<file path="config.mk">
export PLATFORM = sky130hd
export DESIGN_NAME = seq_div_unit
export DESIGN_NICKNAME = d
export VERILOG_FILES = /design/src/rtl/seq_div_unit.sv
export SDC_FILE = /design/constraint.sdc
export NUM_CORES = 1
export LEC_CHECK = 0
export BUFFER_PORTS_ARGS = -buffer_cell sky130_fd_sc_hd__buf_4
export CAP_MARGIN = 15
export CORE_ASPECT_RATIO = 0.9
export CORE_MARGIN = 1
export CORE_UTILIZATION = 54
export CTS_CLUSTER_SIZE = 12
export DETAILED_ROUTE_END_ITERATION = 12
export HOLD_SLACK_MARGIN = 0.03
export PLACE_DENSITY = 0.87
export SYNTH_ARGS = -nofsm -noshare
export SYNTH_HDL_FRONTEND = slang
export SYNTH_SLANG_ARGS = --single-unit
</file>
<file path="constraint.sdc">
create_clock -name clk -period 3.1 [get_ports clk]
set_clock_uncertainty 0.2 [all_clocks]
set_input_delay 0 -clock clk [delete_from_list [all_inputs] [get_ports clk]]
set_output_delay 0 -clock clk [all_outputs]
set_load 0.02 [all_outputs]
</file>
<file path="src/rtl/seq_div_unit.sv">
// ============================================================================
// Module  : seq_div_unit
// Brief   : Iterative radix-2 restoring divider, signed/unsigned per op, with
//           valid/ready handshake, flush and divide-by-zero reporting.
// Revision: 1.0 - initial release
// ============================================================================
`default_nettype none

module seq_div_unit #(
  parameter int WIDTH      = 32,
  parameter bit EARLY_ZERO = 1'b1
) (
  input  logic             clk,
  input  logic             reset,
  input  logic             flush,
  input  logic             in_valid,
  output logic             in_ready,
  input  logic             in_signed,
  input  logic [WIDTH-1:0] dividend,
  input  logic [WIDTH-1:0] divisor,
  output logic             out_valid,
  input  logic             out_ready,
  output logic [WIDTH-1:0] quotient,
  output logic [WIDTH-1:0] remainder,
  output logic             div_by_zero,
  output logic             busy
);

  localparam int CNT_W = $clog2(WIDTH);
  localparam logic [CNT_W-1:0] c_last_step = CNT_W'(WIDTH - 1);

  localparam logic [2:0] c_st_idle = 3'd0;
  localparam logic [2:0] c_st_prep = 3'd1;
  localparam logic [2:0] c_st_calc = 3'd2;
  localparam logic [2:0] c_st_fix  = 3'd3;
  localparam logic [2:0] c_st_done = 3'd4;

  logic [2:0]       state_q, state_d;
  logic             accept;

  logic [WIDTH-1:0] dvd_raw_q, dvd_raw_d;
  logic [WIDTH-1:0] dvs_raw_q, dvs_raw_d;
  logic             sgn_q, sgn_d;
  logic             zero_q, zero_d;
  logic [WIDTH-1:0] dvs_mag_q, dvs_mag_d;
  logic [WIDTH-1:0] rem_q, rem_d;
  logic [WIDTH-1:0] quo_q, quo_d;
  logic             q_neg_q, q_neg_d;
  logic             r_neg_q, r_neg_d;
  logic [CNT_W-1:0] cnt_q, cnt_d;
  logic [WIDTH-1:0] quotient_q, quotient_d;
  logic [WIDTH-1:0] remainder_q, remainder_d;
  logic             dbz_q, dbz_d;

  logic             dvd_neg, dvs_neg;
  logic [WIDTH:0]   rem_shift, diff;

  // ---------------------------------------------------------------- state reg
  always_ff @(posedge clk) begin
    if (reset) state_q <= c_st_idle;
    else       state_q <= state_d;
  end

  // --------------------------------------------------------------- next state
  always_comb begin
    state_d = state_q;
    case (state_q)
      c_st_idle: if (accept) state_d = c_st_prep;
      c_st_prep: state_d = (zero_q && EARLY_ZERO) ? c_st_done : c_st_calc;
      c_st_calc: if (cnt_q == c_last_step) state_d = c_st_fix;
      c_st_fix:  state_d = c_st_done;
      c_st_done: begin
        if (accept)         state_d = c_st_prep;
        else if (out_ready) state_d = c_st_idle;
      end
      default:   state_d = c_st_idle;
    endcase
    if (flush) state_d = c_st_idle;
  end

  // ------------------------------------------------------------------ outputs
  always_comb begin
    in_ready  = ~flush & ((state_q == c_st_idle) | ((state_q == c_st_done) & out_ready));
    accept    = in_valid & in_ready;
    out_valid = (state_q == c_st_done);
    busy      = (state_q != c_st_idle);
  end

  // ----------------------------------------------------------------- datapath
  always_comb begin
    dvd_raw_d   = dvd_raw_q;
    dvs_raw_d   = dvs_raw_q;
    sgn_d       = sgn_q;
    zero_d      = zero_q;
    dvs_mag_d   = dvs_mag_q;
    rem_d       = rem_q;
    quo_d       = quo_q;
    q_neg_d     = q_neg_q;
    r_neg_d     = r_neg_q;
    cnt_d       = cnt_q;
    quotient_d  = quotient_q;
    remainder_d = remainder_q;
    dbz_d       = dbz_q;

    dvd_neg   = sgn_q & dvd_raw_q[WIDTH-1];
    dvs_neg   = sgn_q & dvs_raw_q[WIDTH-1];
    rem_shift = {rem_q, quo_q[WIDTH-1]};
    diff      = rem_shift - {1'b0, dvs_mag_q};

    if (accept) begin
      dvd_raw_d = dividend;
      dvs_raw_d = divisor;
      sgn_d     = in_signed;
      zero_d    = (divisor == '0);
    end

    case (state_q)
      c_st_prep: begin
        quo_d     = dvd_neg ? -dvd_raw_q : dvd_raw_q;
        dvs_mag_d = dvs_neg ? -dvs_raw_q : dvs_raw_q;
        rem_d     = '0;
        cnt_d     = '0;
        q_neg_d   = dvd_neg ^ dvs_neg;
        r_neg_d   = dvd_neg;
      end
      c_st_calc: begin
        // Quotient bits shift in from the right as dividend bits shift out the top.
        if (!diff[WIDTH]) begin
          rem_d = diff[WIDTH-1:0];
          quo_d = {quo_q[WIDTH-2:0], 1'b1};
        end else begin
          rem_d = rem_shift[WIDTH-1:0];
          quo_d = {quo_q[WIDTH-2:0], 1'b0};
        end
        cnt_d = cnt_q + 1'b1;
      end
      default: ;
    endcase

    // Result registers load only on entry to DONE; a flush never gets here.
    if ((state_d == c_st_done) && (state_q != c_st_done)) begin
      if (zero_q) begin
        quotient_d  = '1;
        remainder_d = dvd_raw_q;
        dbz_d       = 1'b1;
      end else begin
        quotient_d  = q_neg_q ? -quo_q : quo_q;
        remainder_d = r_neg_q ? -rem_q : rem_q;
        dbz_d       = 1'b0;
      end
    end
  end

  always_ff @(posedge clk) begin
    if (reset) begin
      dvd_raw_q   <= '0;
      dvs_raw_q   <= '0;
      sgn_q       <= 1'b0;
      zero_q      <= 1'b0;
      dvs_mag_q   <= '0;
      rem_q       <= '0;
      quo_q       <= '0;
      q_neg_q     <= 1'b0;
      r_neg_q     <= 1'b0;
      cnt_q       <= '0;
      quotient_q  <= '0;
      remainder_q <= '0;
      dbz_q       <= 1'b0;
    end else begin
      dvd_raw_q   <= dvd_raw_d;
      dvs_raw_q   <= dvs_raw_d;
      sgn_q       <= sgn_d;
      zero_q      <= zero_d;
      dvs_mag_q   <= dvs_mag_d;
      rem_q       <= rem_d;
      quo_q       <= quo_d;
      q_neg_q     <= q_neg_d;
      r_neg_q     <= r_neg_d;
      cnt_q       <= cnt_d;
      quotient_q  <= quotient_d;
      remainder_q <= remainder_d;
      dbz_q       <= dbz_d;
    end
  end

  assign quotient    = quotient_q;
  assign remainder   = remainder_q;
  assign div_by_zero = dbz_q;

endmodule

`default_nettype wire
</file>
# == Word-level counts from Yosys, hierarchy flattened ==
# Cells that the tools add are included.
# totals
register_bits,237
latchBits,0
ram_bits,0
rom_bits,0
out_inout_bits,68
n_memories,0
# op_classes
addsub,6
n_mul,0
n_div,0
magnitude_cmp,0
n_eq_ne,7
shift,0
muxes,19
n_bitwise,8
reduce_logical,5
# ops
cell,count
2-to-1 mux 32 bit,7
negator 32 bit,4
case mux 32 bit (2 select lines),2
subtractor 33 x 32 -> 33 bit,1
logical NOT 32 bit,1
2-to-1 mux 3 bit,6
case mux 3 bit (5 select lines),1
case mux 5 bit (2 select lines),1
"== test 3 x 2 -> 1 bit, second input constant",2
"== test 3 bit, second input constant",2
"adder 5 x 1 -> 5 bit, second input constant",1
bitwise AND 1 bit,5
"== test 5 bit, second input constant",1
"== test 3 x 1 -> 1 bit, second input constant",1
logical NOT 3 bit,1
"inequality test 3 bit, second input constant",1
nonzero test 3 bit,1
2-to-1 mux 1 bit,2
nonzero test 2 bit,1
logical AND 1 bit,1
inverter 1 bit,1
OR 1 bit,1
XOR 1 bit,1

# == Longest topological paths before layout ==
# logic_depth
depth_word,10
ltp_mapped,13
depth_no_buf,12

# == Worst setup path before layout ==
# No wires, ideal clock.
# synth_timing
kind,reg2reg
from,register quo_q[31]
to,register rem_q[30]
setup_ns,0.126
t_arrival_ns,2.940
path_slack_ns,-0.167
stages_incl_launch_ff,14
n_path_buf,1
period_less_slack_ns,3.267
cell_sequence,dfxtp_1 inv_1 ha_1 inv_1 fa_1 a211oi_1 o21ai_0 nand4_1 nand4_1 a211o_1 nand3_1 buf_1 mux2i_1 o211ai_1
# synth_between
elab_chain_cells,3
# synth_lines
item,line,text
start: declaration,47,"logic [WIDTH-1:0] quo_q, quo_d;"
start signal: assignment,176,quo_q <= quo_d;
subtractor 33 x 32 -> 33 bit,108,"diff = rem_shift - {1'b0, dvs_mag_q};"
2-to-1 mux 32 bit,128,if (!diff[WIDTH]) begin
case mux 32 bit (2 select lines),117,case (state_q)
end signal: assignment,175,rem_q <= rem_d;
end: declaration,46,"logic [WIDTH-1:0] rem_q, rem_d;"
# Every way passes these cells.
# A chain may end at the register's enable or synchronous reset.

# == Worst setup path after layout ==
# layout_timing
from,register quo_q[10]
to,register quotient_q[31] (netlist: quotient[31])
# layout_between
elab_chain_cells,3
# layout_lines
item,line,text
negator 32 bit,147,quotient_d = q_neg_q ? -quo_q : quo_q;
2-to-1 mux 32 bit,147,
2-to-1 mux 32 bit,142,if (zero_q) begin
end signal: assignment,180,quotient_q <= quotient_d;
end: declaration,51,"logic [WIDTH-1:0] quotient_q, quotient_d;"
# Every way passes these cells.

==> results.json <==
{
  "period_minus_slack_ps": 3120,
  "finalNetCount": 2134,
  "dieArea_um2": 25200,
  "setup_viol": 2,
  "synth-simple-area-share_pct": 19.9,
  "ir_worst_vdd_uv": 374,
  "vias_per_cell": 6.14,
  "critPathKind": "flop to flop",
  "synth.area.mux_share_pct": 1.97,
  "cts_htree_levels": 1,
  "synth-adder-area-share_pct": 3.73,
  "cpPeakStageDelay_ps": 540,
  "r2r_cells": 8,
  "core_um2": 24200,
  "whs_ps": 201,
  "period_share_pct": 101,
  "maxCapViolations": 0,
  "rows": 54,
  "startpoint_type": "flop",
  "chipWidth_um": 167,
  "path_cells": "or4_4 > or3_4 > or4_4 > nor3_4 > or3b_4 > o41ai_4 > xnor2_1 > a211oi_2",
  "synth-xor-area-share_pct": 9.03,
  "yosysWarnings": 0,
  "async_flop_share_pct": 0,
  "grt_max_degree": 80,
  "wl_per_cell_um": 19.1,
  "clockBufferDepth": 3,
  "synth-compound-area-share_pct": 24.7,
  "cts_tree": "yes",
  "hold_viol": 0,
  "syn_nets": 1838,
  "drt_first_pass_iters": 5,
  "ys_types": 67,
  "syn_area_um2": 13300,
  "antenna_found_initial": 0,
  "netlist_instances": 1729,
  "worstHoldPathType": "primary input to flop",
  "clk_pin_slew_worst_paths_ps": 60,
  "grtUsageTotal_pct": 34.4,
  "fin_total_pwr_uw": 7570,
  "slew_violations": 0,
  "initial_core_util_pct": 54.9,
  "synth_area_per_cell_um2": 7.68,
  "final_core_util_pct": 72.3,
  "area_delta_synth_final_pct": 31.7,
  "die_h_um": 151,
  "io_pins": 138,
  "r2r-start": "quo_q[10]$_SDFFE_PP0P_",
  "place_worst_setup_slack_ps": -41.2,
  "critPathRequiredTime_ps": 3350,
  "fillerInstances": 1717,
  "power_leakage_uw": 0.00688,
  "crit_family": "simple AND/OR/NAND/NOR gates",
  "ys_ff_latch": 237,
  "crit_path_top_delay_cell": "or4_4",
  "cts_root_buf": "clkbuf_16",
  "place.gp.congestion": 0.945,
  "synth_edf_count": 0,
  "violations": "setup timing",
  "drive_above_1_share_pct": 15.9,
  "status": "finished, violations left",
  "rsz0062_at_grt": "yes",
  "clkLatencyLatePin_ps": 550,
  "wl_um": 44800,
  "dpl_cell_area_um2": 15000,
  "grt_pass1_vias": 13619,
  "grt_overflow": 0,
  "drt_iter0_markers": 1434,
  "r2r_slack_ps": -20,
  "worstPathArrival_ps": 3380,
  "power_density_nw_per_um2": 433,
  "grt_pass1_wl_um": 69900,
  "holdPathStages": 5,
  "ys.flop_type": "dfxtp_1",
  "critPathMaxFanout": 4,
  "max_freq_ghz": 0.320,
  "ant_nets": 0,
  "reg2reg_to": "quotient[31]$_SDFFE_PP0P_",
  "synth.yosys.seq_area_share_pct": 35.7,
  "worstMarginPinSlew_ps": 793,
  "cts_sinks": 237,
  "crit_buf_inv": 0,
  "synth_top_family_by_area": "compound AO/OA/AOI/OAI gates",
  "crit_top_cell": "or4_4",
  "post-route-drc-count": 0,
  "fin_area_um2": 17500,
  "port_buffers": 137,
  "vias": 14433,
  "relSlewSlack_pct": 47.2,
  "numCtsBuffers": 26,
  "hold_start": "in_valid",
  "whs_endpoint": "dvs_raw_q[3]$_SDFFE_PP0P_",
  "insertedDiodeCount": 0,
  "finalWorstSetupSlack_ps": -22.8,
  "crit_path_end_kind": "flop",
  "place_hpwl_um": 28000
}
==> per-layer routing <==
metal	GRT usage, %	up-vias	share of wire [%]
li1	-	6721	-
met1	41.8	6744	39
met2	60.4	792	49
met3	4.96	176	7.7
met4	16.1	0	4.8
met5	0	-	0
==> Yosys cell counts, drive strengths merged (18+ instances only) <==
cell,count,area share [%]
nand3,20,0.75
xnor2,46,3.0
nor2,112,3.2
or3,18,0.89
a22oi,32,1.8
clkbuf,104,3.0
nor4,21,0.99
o21ai,110,4.1
ha,38,3.6
inv,58,1.6
xor2,91,6.0
o31ai,27,1.5
o41ai,26,1.9
a21oi,187,7.0
mux2i,25,1.9
dfxtp,237,36
a211oi,54,3.1
nand2,321,9.1
nor3,32,1.3
==> cell type report <==
class / instances / area, um2 / area share, %
Multi-Input combinational cell: 1321 / 8000 / 45.7
Sequential cell: 237 / 4750 / 27.1
Timing Repair Buffer: 381 / 3320 / 19.0
Clock buffer: 40 / 743 / 4.25
Tap cell: 308 / 385 / 2.20
Inverter: 58 / 218 / 1.24
Clock inverter: 7 / 73.8 / 0.422
==> kinds of logic (layout without fill, tap and decap cells) <==
group                      Yosys count  after routing
DFF                                237            237
xor gates and xnor gates           137            137
adders and majority gates           39             39
muxes                               26             26
and+or+nand+nor                    596            596
buffers and inverters              171            486
AOI/OAI and AO/OA                  523            523
==> flip-flops by register name (all words and copies together), names as in the netlist <==
register and count:
r_neg_q 1, dvs_raw_q 32, q_neg_q 1, remainder 32
quotient 32, dvd_raw_q 32, div_by_zero 1, zero_q 1
sgn_q 1, cnt_q 5, dvs_mag_q 32, rem_q 32
quo_q 32, state_q 3
==> repair_timing <==
action	CTS	global route
setup buffers	1	4
cloned	0	1
pin swaps	1	7
hold endpoints to repair	148	0
gates resized for setup	8	24
hold buffers	140	0
setup endpoints to repair	22	44
==> stage by stage <==
step	TNS [ps]	cells
floorplan	-4.43	1729
global placement	-32.1	2158
detailed placement	-520	2158
CTS	-10.9	2346
global route	-498	2352
finish	-30.2	2352
==> placed cells by master, fill, tap and decap left out, types with 27 or more instances in the layout <==
master / instances
nor2_1: 109
nor3_1: 27
a21oi_1: 187
xnor2_1: 46
inv_1: 57
xor2_1: 91
ha_1: 37
clkbuf_16: 27
a211oi_1: 52
buf_4: 233
a22oi_1: 32
o21ai_0: 105
dfxtp_1: 235
nand2_1: 320
dlygate4sd3_1: 139
==> power breakdown <==
part | internal [uW] | leakage [uW] | switching, uW | total [uW]
Combinational | 648 | 0.00456 | 717 | 1360
Sequential | 3100 | 0.00192 | 77.8 | 3180
Clock | 1730 | 0.000398 | 1290 | 3020
Total | 5480 | 0.00688 | 2080 | 7570
==> how the worst max path moves through the flow <==
| stage | start | to | slack, ps | depth (start not counted) |
|---|---|---|---|---|
| after floorplan | quo_q[10]$_SDFFE_PP0P_ | quotient[31]$_SDFFE_PP0P_ | -4 | 9 |
| after global placement | quo_q[10]$_SDFFE_PP0P_ | quotient[27]$_SDFFE_PP0P_ | -20 | 9 |
| after detailed placement | quo_q[31]$_SDFFE_PP0P_ | rem_q[3]$_SDFFE_PP0P_ | -40 | 13 |
| after CTS | quo_q[10]$_SDFFE_PP0P_ | quotient[31]$_SDFFE_PP0P_ | -10 | 8 |
| after global routing | quo_q[10]$_SDFFE_PP0P_ | quotient[31]$_SDFFE_PP0P_ | -130 | 8 |
| final | quo_q[10]$_SDFFE_PP0P_ | quotient[31]$_SDFFE_PP0P_ | -20 | 8 |
==> worst register-to-register path: stages (launching register included) <==
cell	delay (ps)
dfxtp_2	320
or4_4	540
or3_4	360
or4_4	450
nor3_4	150
or3b_4	440
o41ai_4	230
xnor2_1	110
a211oi_2	210
(Power assumes the default switching activity.)
